### config.mk
export PLATFORM = sky130hd
export DESIGN_NAME = rvc_fetch_stage
export DESIGN_NICKNAME = d
export VERILOG_FILES = /design/src/rtl/rvc_fetch_pkg.sv /design/src/rtl/rvc_fetch_stage_perf.sv /design/src/rtl/rvc_fetch_stage.sv
export SDC_FILE = /design/constraint.sdc
export NUM_CORES = 1
export LEC_CHECK = 0
export BUFFER_PORTS_ARGS = -buffer_cell sky130_fd_sc_hd__buf_4
export CELL_PAD_IN_SITES_DETAIL_PLACEMENT = 1
export CELL_PAD_IN_SITES_GLOBAL_PLACEMENT = 2
export CORE_UTILIZATION = 32
export CTS_CLUSTER_DIAMETER = 40
export DETAILED_ROUTE_END_ITERATION = 10
export PLACE_DENSITY = 0.94
export SETUP_SLACK_MARGIN = 0.02
export SLEW_MARGIN = 30
export SYNTH_ARGS = -nofsm -noshare
export SYNTH_HDL_FRONTEND = slang
export SYNTH_SLANG_ARGS = --single-unit
### constraint.sdc
create_clock -name clk -period 10.1 [get_ports clk]
set_input_delay 1.515 -clock clk [delete_from_list [all_inputs] [get_ports clk]]
set_output_delay 1.515 -clock clk [all_outputs]
set_load 0.03 [all_outputs]
### src/rtl/rvc_fetch_pkg.sv
// Shared constants, state type and byte-order helper for the RV32IC fetch stage.
package rvc_fetch_pkg;

  localparam logic [31:0] RESET_PC_DEF  = 32'h0000_0000;
  localparam logic [31:0] NOP_INSTR_DEF = 32'h0000_0013;
  localparam logic [31:0] INC_RVC       = 32'd2;
  localparam logic [31:0] INC_32        = 32'd4;
  localparam logic [31:0] PC_MASK       = 32'hFFFF_FFFE;

  typedef enum logic {
    RUN  = 1'b0,
    PEND = 1'b1
  } fetch_state_t;

  // The cache returns memory byte order; the decoder wants natural order.
  function automatic logic [31:0] byte_swap(input logic [31:0] w);
    return {w[7:0], w[15:8], w[23:16], w[31:24]};
  endfunction

endpackage

### src/rtl/rvc_fetch_stage_perf.sv
// Fetch performance counters; only instantiated when FETCH_PERF_EN is defined.
module fetch_perf_counters (
  input  logic        clk,
  input  logic        proc_reset,
  input  logic        fetch_evt,
  input  logic        rvc_evt,
  input  logic        stall_evt,
  output logic [31:0] fetch_cnt,
  output logic [31:0] rvc_cnt,
  output logic [31:0] stall_cnt
);

  always_ff @(posedge clk or posedge proc_reset) begin
    if (proc_reset) begin
      fetch_cnt <= '0;
      rvc_cnt   <= '0;
      stall_cnt <= '0;
    end else begin
      if (fetch_evt) fetch_cnt <= fetch_cnt + 32'd1;
      if (rvc_evt)   rvc_cnt   <= rvc_cnt + 32'd1;
      if (stall_evt) stall_cnt <= stall_cnt + 32'd1;
    end
  end

endmodule

### src/rtl/rvc_fetch_stage.sv
// IF stage of the RV32IC pipeline: owns the PC, drives the RVC cache, fills IF/ID.
// Optional perf counters enabled by defining FETCH_PERF_EN.
module rvc_fetch_stage
  import rvc_fetch_pkg::*;
#(
  parameter logic [31:0] RESET_PC  = RESET_PC_DEF,
  parameter logic [31:0] NOP_INSTR = NOP_INSTR_DEF
) (
  input  logic        clk,
  input  logic        proc_reset,
  output logic        proc_read,
  output logic [30:0] proc_addr,
  input  logic [31:0] proc_rdata,
  input  logic        proc_stall,
  input  logic        proc_pcadd,
  input  logic        id_stall,
  input  logic        branch_taken,
  input  logic [31:0] branch_target,
  output logic        ifid_valid,
  output logic [31:0] ifid_instr,
  output logic [31:0] ifid_pc,
  output logic [31:0] ifid_pc_inc,
  output logic        ifid_is_rvc,
  output logic [31:0] perf_fetch_cnt,
  output logic [31:0] perf_rvc_cnt,
  output logic [31:0] perf_stall_cnt
);

  fetch_state_t state;
  logic [31:0]  pc;
  logic [31:0]  pending_target;
  logic [31:0]  target_even;
  logic [31:0]  pc_seq;

  assign target_even = branch_target & PC_MASK;
  assign pc_seq      = pc + (proc_pcadd ? INC_32 : INC_RVC);
  assign proc_addr   = pc[31:1];

  // A redirect that arrives during a miss is parked in PEND so proc_addr
  // stays frozen until the cache finishes its refill.
  always_ff @(posedge clk or posedge proc_reset) begin
    if (proc_reset) begin
      state          <= RUN;
      pc             <= RESET_PC & PC_MASK;
      pending_target <= '0;
      proc_read      <= 1'b0;
      ifid_valid     <= 1'b0;
      ifid_instr     <= NOP_INSTR;
      ifid_pc        <= '0;
      ifid_pc_inc    <= '0;
      ifid_is_rvc    <= 1'b0;
    end else begin
      proc_read <= 1'b1;
      if (state == PEND) begin
        ifid_valid <= 1'b0;
        if (proc_stall) begin
          if (branch_taken) pending_target <= target_even;
        end else begin
          pc    <= branch_taken ? target_even : pending_target;
          state <= RUN;
        end
      end else if (branch_taken && proc_stall) begin
        state          <= PEND;
        pending_target <= target_even;
        ifid_valid     <= 1'b0;
      end else if (branch_taken) begin
        pc         <= target_even;
        ifid_valid <= 1'b0;
      end else if (!id_stall) begin
        if (proc_stall) begin
          ifid_valid <= 1'b0;
          ifid_instr <= NOP_INSTR;
        end else begin
          ifid_valid  <= 1'b1;
          ifid_instr  <= byte_swap(proc_rdata);
          ifid_pc     <= pc;
          ifid_pc_inc <= pc_seq;
          ifid_is_rvc <= ~proc_pcadd;
          pc          <= pc_seq;
        end
      end
    end
  end

`ifdef FETCH_PERF_EN
  logic deliver;
  assign deliver = (state == RUN) && !branch_taken && !id_stall && !proc_stall;

  fetch_perf_counters u_perf (
    .clk        (clk),
    .proc_reset (proc_reset),
    .fetch_evt  (deliver),
    .rvc_evt    (deliver && !proc_pcadd),
    .stall_evt  (proc_stall),
    .fetch_cnt  (perf_fetch_cnt),
    .rvc_cnt    (perf_rvc_cnt),
    .stall_cnt  (perf_stall_cnt)
  );
`else
  assign perf_fetch_cnt = 32'd0;
  assign perf_rvc_cnt   = 32'd0;
  assign perf_stall_cnt = 32'd0;
`endif

endmodule

Yosys cells after proc, flatten, opt, wreduce, memory -nomap -nowiden. Index checks and enable logic that the tools add are counted.

Flip-flop bits (word level): 164. Logic and storage cells: 48.

Add/sub/neg operators: 1. Eq/ne operators: 6. Muxes and demuxes: 20. Bitwise operators: 6. Reductions and logical operators: 6.

Operators by type and width (count): 2-to-1 mux 32 bit (11); adder 32 x 3 -> 32 bit (1); 2-to-1 mux 1 bit (8); inequality test 4 x 1 -> 1 bit (second input constant) (2); AND reduction 4 bit (2); inequality test 2 bit (second input constant) (3); inverter 1 bit (6); AND reduction 5 bit (1); 2-to-1 mux 3 bit (1); inequality test 3 x 1 -> 1 bit (second input constant) (1); AND reduction 2 bit (1); nonzero test 2 bit (1); logical AND 1 bit (1).

Longest topological paths before layout.
Depth after elaboration: 7. Gate-level depth with buffers: 9. Mapped depth without buffers: 9.

Worst setup path before layout. No wires, ideal clock.

Path type: input to register. From: in proc_pcadd. To: reg pc[19]. Data arrival time: 3.386 ns. Data required time: 9.974 ns. Path slack: 6.588 ns. Cell stages on the path: 8. Buffers on the path: 0. Cells stage by stage: inv_1 > ha_1 > inv_1 > fa_1 > nand4b_1 > nor4_2 > a41oi_1 > o32a_1.

Longest elaborated chain between the ends: 7.

Ends and longest elaborated chain: start, declared (RTL line rvc_fetch_stage.sv:15) `input logic proc_pcadd,`; 2-to-1 mux 3 bit (RTL line rvc_fetch_stage.sv:36) `assign pc_seq = pc + (proc_pcadd ? INC_32 : INC_RVC);`; adder 32 x 3 -> 32 bit (RTL line rvc_fetch_stage.sv:36); 2-to-1 mux 32 bit (RTL line rvc_fetch_stage.sv:70) `if (proc_stall) begin`; 2-to-1 mux 32 bit (RTL line rvc_fetch_stage.sv:69) `end else if (!id_stall) begin`; 2-to-1 mux 32 bit (RTL line rvc_fetch_stage.sv:66) `end else if (branch_taken) begin`; 2-to-1 mux 32 bit (RTL line rvc_fetch_stage.sv:62) `end else if (branch_taken && proc_stall) begin`; 2-to-1 mux 32 bit (RTL line rvc_fetch_stage.sv:54) `if (state == PEND) begin`; end signal, assigned (RTL line rvc_fetch_stage.sv:59) `pc <= branch_taken ? target_even : pending_target;`; end signal, assigned (RTL line rvc_fetch_stage.sv:67) `pc <= target_even;`; end signal, assigned (RTL line rvc_fetch_stage.sv:79) `pc <= pc_seq;`; end, declared (RTL line rvc_fetch_stage.sv:30) `logic [31:0] pc;`.

No other way between the ends. The select of a mux whose other input is x is not followed. A chain may end at the register's enable or synchronous reset.

Worst setup path after layout.
From: in proc_pcadd. To: reg ifid_pc_inc[23].

Longest elaborated chain between the ends: 2.

Ends and longest elaborated chain: 2-to-1 mux 3 bit (RTL line rvc_fetch_stage.sv:36); adder 32 x 3 -> 32 bit (RTL line rvc_fetch_stage.sv:36); end signal, assigned (RTL line rvc_fetch_stage.sv:77) `ifid_pc_inc <= pc_seq;`; end, declared (RTL line rvc_fetch_stage.sv:22) `output logic [31:0] ifid_pc_inc,`.

No other way between the ends.

==> metrics.csv <==
stage,metric,value,unit
placement,RD Place Congestion,0.785,
critical_path,WS Path Type,input pin to flop,
floorplanning,Placeable Area,0.0264,sq mm
grt,grt total ovfl,0,
synth,top cell type by total area after synthesis,dfrtp_1,
drt,vias per inst,4.81,
cts,cts repair resizes,0,
cts,setup bufs post-CTS,0,
synth,main combinational cell family by area after synthesis,simple AND/OR/NAND/NOR gates,
grt,first-pass GRT wire length,40300,microns
cells_and_area,"Core Util, Final",0.397,
synth,Synth Instances,945,
placement,IO buf count,198,
drt,vias after detailed routing,6890,
drt,WL/cell,17.6,microns
sta,fmax,256,MHz
synth,post-synthesis simple-gate area fraction,0.185,
floorplanning,row count,59,
sta,Final Max Slew Viols,0,
placement,pre-CTS setup slack,5.78,ns
grt,pin count of the biggest net entering global routing,102,
synth,xor/xnor share of the synthesized area,0.0242,
power_and_ir_drop,Lkg Pwr,5.06,nW
placement,DP Wirelength,17500,microns
cells_and_area,Nets,1154,
synth,"flops & latches, synth",163,
status,status,finished clean,
sta,worst slew pin tran,0.899,ns
cells_and_area,share of layout cells above drive strength 1,0.267,
grt,global router's overall resource usage,0.186,
synth,asr flop ratio synth,1.00,
synth,Synth Warn #,0,
sta,PnR worst setup slack,6.19,ns
critical_path,worst-path fanout max,7,
sta,Min Hold Slack,0.478,ns
sta,count of final setup violators,0,
drt,DRC Markers,0,
synth,Post-Synth Adder-Cell Area,0.00519,
synth,synth top area cells,"dfrtp_1, buf_4, nand2_1, o21ai_0, mux2_2",
floorplanning,die width,167,microns
grt,number of global-route vias before repair,6854,
cts,CTS H-Tree Depth,4,
synth,post-synthesis sequential area ratio,0.471,
floorplanning,Die Area,0.0278,sq mm
critical_path,Critical Path AT,4.22,ns
cells_and_area,Area Growth Syn to Fin,20.5,%
drt,final antenna-violating net count,0,
floorplanning,io pins,296,
drt,final wirelength,25200,microns
critical_path,Critical Path End Type,flop,
power_and_ir_drop,pwr dens,214,mW/mm^2
cts,hold_buf cts,0,
synth,Synth top area share,0.461,
power_and_ir_drop,Max VDD drop,0.101,mV
floorplanning,Die Ht,167,microns
sta,final hold viol count,0,
synth,Synth Area in Compound Gates,0.122,
cts,"Clk Latency, worst-skew pair",0.43,ns
drt,Starting DRT DRC Count,387,
synth,predominant post-synthesis flop cell,dfrtp_1,
synth,post-synthesis cell area,0.00868,sq mm
synth,distinct cell type count of the synthesized netlist,63,
sta,clk_skew,0.00944,ns
sta,period utilization,0.387,
worst_hold_path,worst hold path class,flop to flop,
drt,Detailed Routing Iterations Pass 1,4,
critical_path,required time of the critical path,10.41,ns
cells_and_area,layout filler cell count,3075,
cts,clock tree buffer depth,2,
cts,root buf cell,clkbuf_16,
synth,mux cell area share after synthesis,0.0463,
cts,clock sink count,163,
placement,dpl cells,1396,
synth,syn avg cell area,9.18,sq um
sta,setup_tns,0,ns
sta,Tmin final,3.91,ns
grt,initial antenna violation count,2,
floorplanning,initial core utilization,0.329,
sta,RSZ-0062 raised after global routing,no,
cells_and_area,Final Non-Filler Cells,1431,
synth,Post-synth EDFFs,0,
job,max_cap viols,0,
cts,CTS buffer count,17,
critical_path,startpoint types,input pin,
sta,Slew headroom,0.395,
cts,Clock Pin Slew Worst Setup and Hold Paths,0.07,ns
cts,CTS tree,yes,
[metal layers]
| layer | share of wire | up-vias | GRT usage | wire length, microns |
|---|---|---|---|---|
| met5 | 0 | - | 0 | 0 |
| met4 | 0.020 | 0 | 0.0660 | 499 |
| met3 | 0.039 | 24 | 0.0349 | 983 |
| met2 | 0.50 | 195 | 0.313 | 12700 |
| met1 | 0.44 | 3434 | 0.237 | 11100 |
| li1 | - | 3237 | - | - |
[worst paths after layout]
| path | from | endpoint | slack (ns) | cells past startpoint |
|---|---|---|---|---|
| setup reg to reg | pc[1] | ifid_pc_inc[23] | 7.08 | 8 |
| setup / recovery | proc_pcadd | ifid_pc_inc[23] | 6.19 | 10 |
| hold / removal | ifid_pc[22] | ifid_pc[22] | 0.48 | 2 |
| hold reg to reg | ifid_pc[22] | ifid_pc[22] | 0.48 | 2 |
| min in group asynchronous | proc_reset | ifid_instr[2] | 1.21 | 2 |
| max in group asynchronous | proc_reset | pending_target[15] | 7.52 | 3 |
[cell usage in the layout, fill, tap and decap left out, types with 17 or more instances in the layout]
master     count
a21oi_1       30
and3_1        22
buf_4        206
clkbuf_16     17
conb_1        97
dfrtp_1      160
mux2_2        33
nand2_1      189
nand2b_1      30
nor2_1        28
o21ai_0       89
[cells in the mapped netlist, types with 3 or more instances]
master,count
or3_1,4
o311ai_1,3
o21ai_0,89
inv_1,11
xor2_1,12
nor3_1,12
nand2b_1,30
xnor2_1,12
buf_2,3
and3_1,22
dfstp_2,3
nor4_1,3
nor2b_1,5
o22ai_1,4
a221oi_1,5
o211ai_1,3
a211oi_1,5
o21ai_1,13
nor2_1,29
mux2i_1,3
buf_4,129
o31a_1,4
and2_1,5
nand3_1,13
dfrtp_1,160
mux2_2,33
buf_1,3
a21o_1,3
clkbuf_1,46
a21oi_1,31
a311o_1,3
nand2_1,190
buf_6,3
nand4_1,11
[where the power goes]
part | leakage [nW] | switching [mW] | internal (mW)
Combinational | 2.72 | 0.437 | 0.236
Clock | 0.298 | 0.300 | 0.381
Sequential | 2.04 | 0.109 | 0.771
[registers in the layout (all words and copies together) (netlist names)]
name,flops
ifid_instr,32
ifid_valid,1
proc_read,1
ifid_pc_inc,31
ifid_pc,32
state,1
ifid_is_rvc,1
pc,32
pending_target,32
[per-stage QoR]
| step | area, sq um | total power [mW] |
|---|---|---|
| final | 10500 | 2.23 |
| after global routing | 10500 | 2.34 |
| after CTS | 10400 | 2.26 |
| after detailed placement | 9810 | 1.57 |
| after global placement | 9810 | 1.55 |
| after floorplan | 9030 | 1.36 |
[critical path, stage by stage]
cell	delay, ns
buf_4	0.12
inv_1	0.09
ha_1	0.19
inv_1	0.06
fa_1	0.44
nand3b_1	0.32
nor3_1	0.74
nand3_1	0.26
nor2b_1	0.22
a211o_1	0.25
[cell families (layout without fill, tap and decap cells)]
group	Yosys count	in the layout
AO/OA/AOI/OAI	181	181
multiplexers	36	36
other	2	99
buffers and inverters	197	251
AND/OR/NAND/NOR	339	339
XOR/XNOR	24	24
flip-flops	163	163
adder cells (fa/ha/maj)	3	3
[final cells by class]
cell class | count | area, sq um | share of cell area
Sequential cell | 163 | 4080 | 0.390
Timing Repair Buffer | 208 | 1590 | 0.152
Multi-Input combinational cell | 680 | 3710 | 0.355
Clock inverter | 14 | 168 | 0.0160
Tap cell | 335 | 419 | 0.0401
Inverter | 11 | 48.8 | 0.00467
Clock buffer | 18 | 439 | 0.0420
Antenna cell | 2 | 5.00 | 0.000478
No activity file was read; power rests on OpenSTA's default activity.
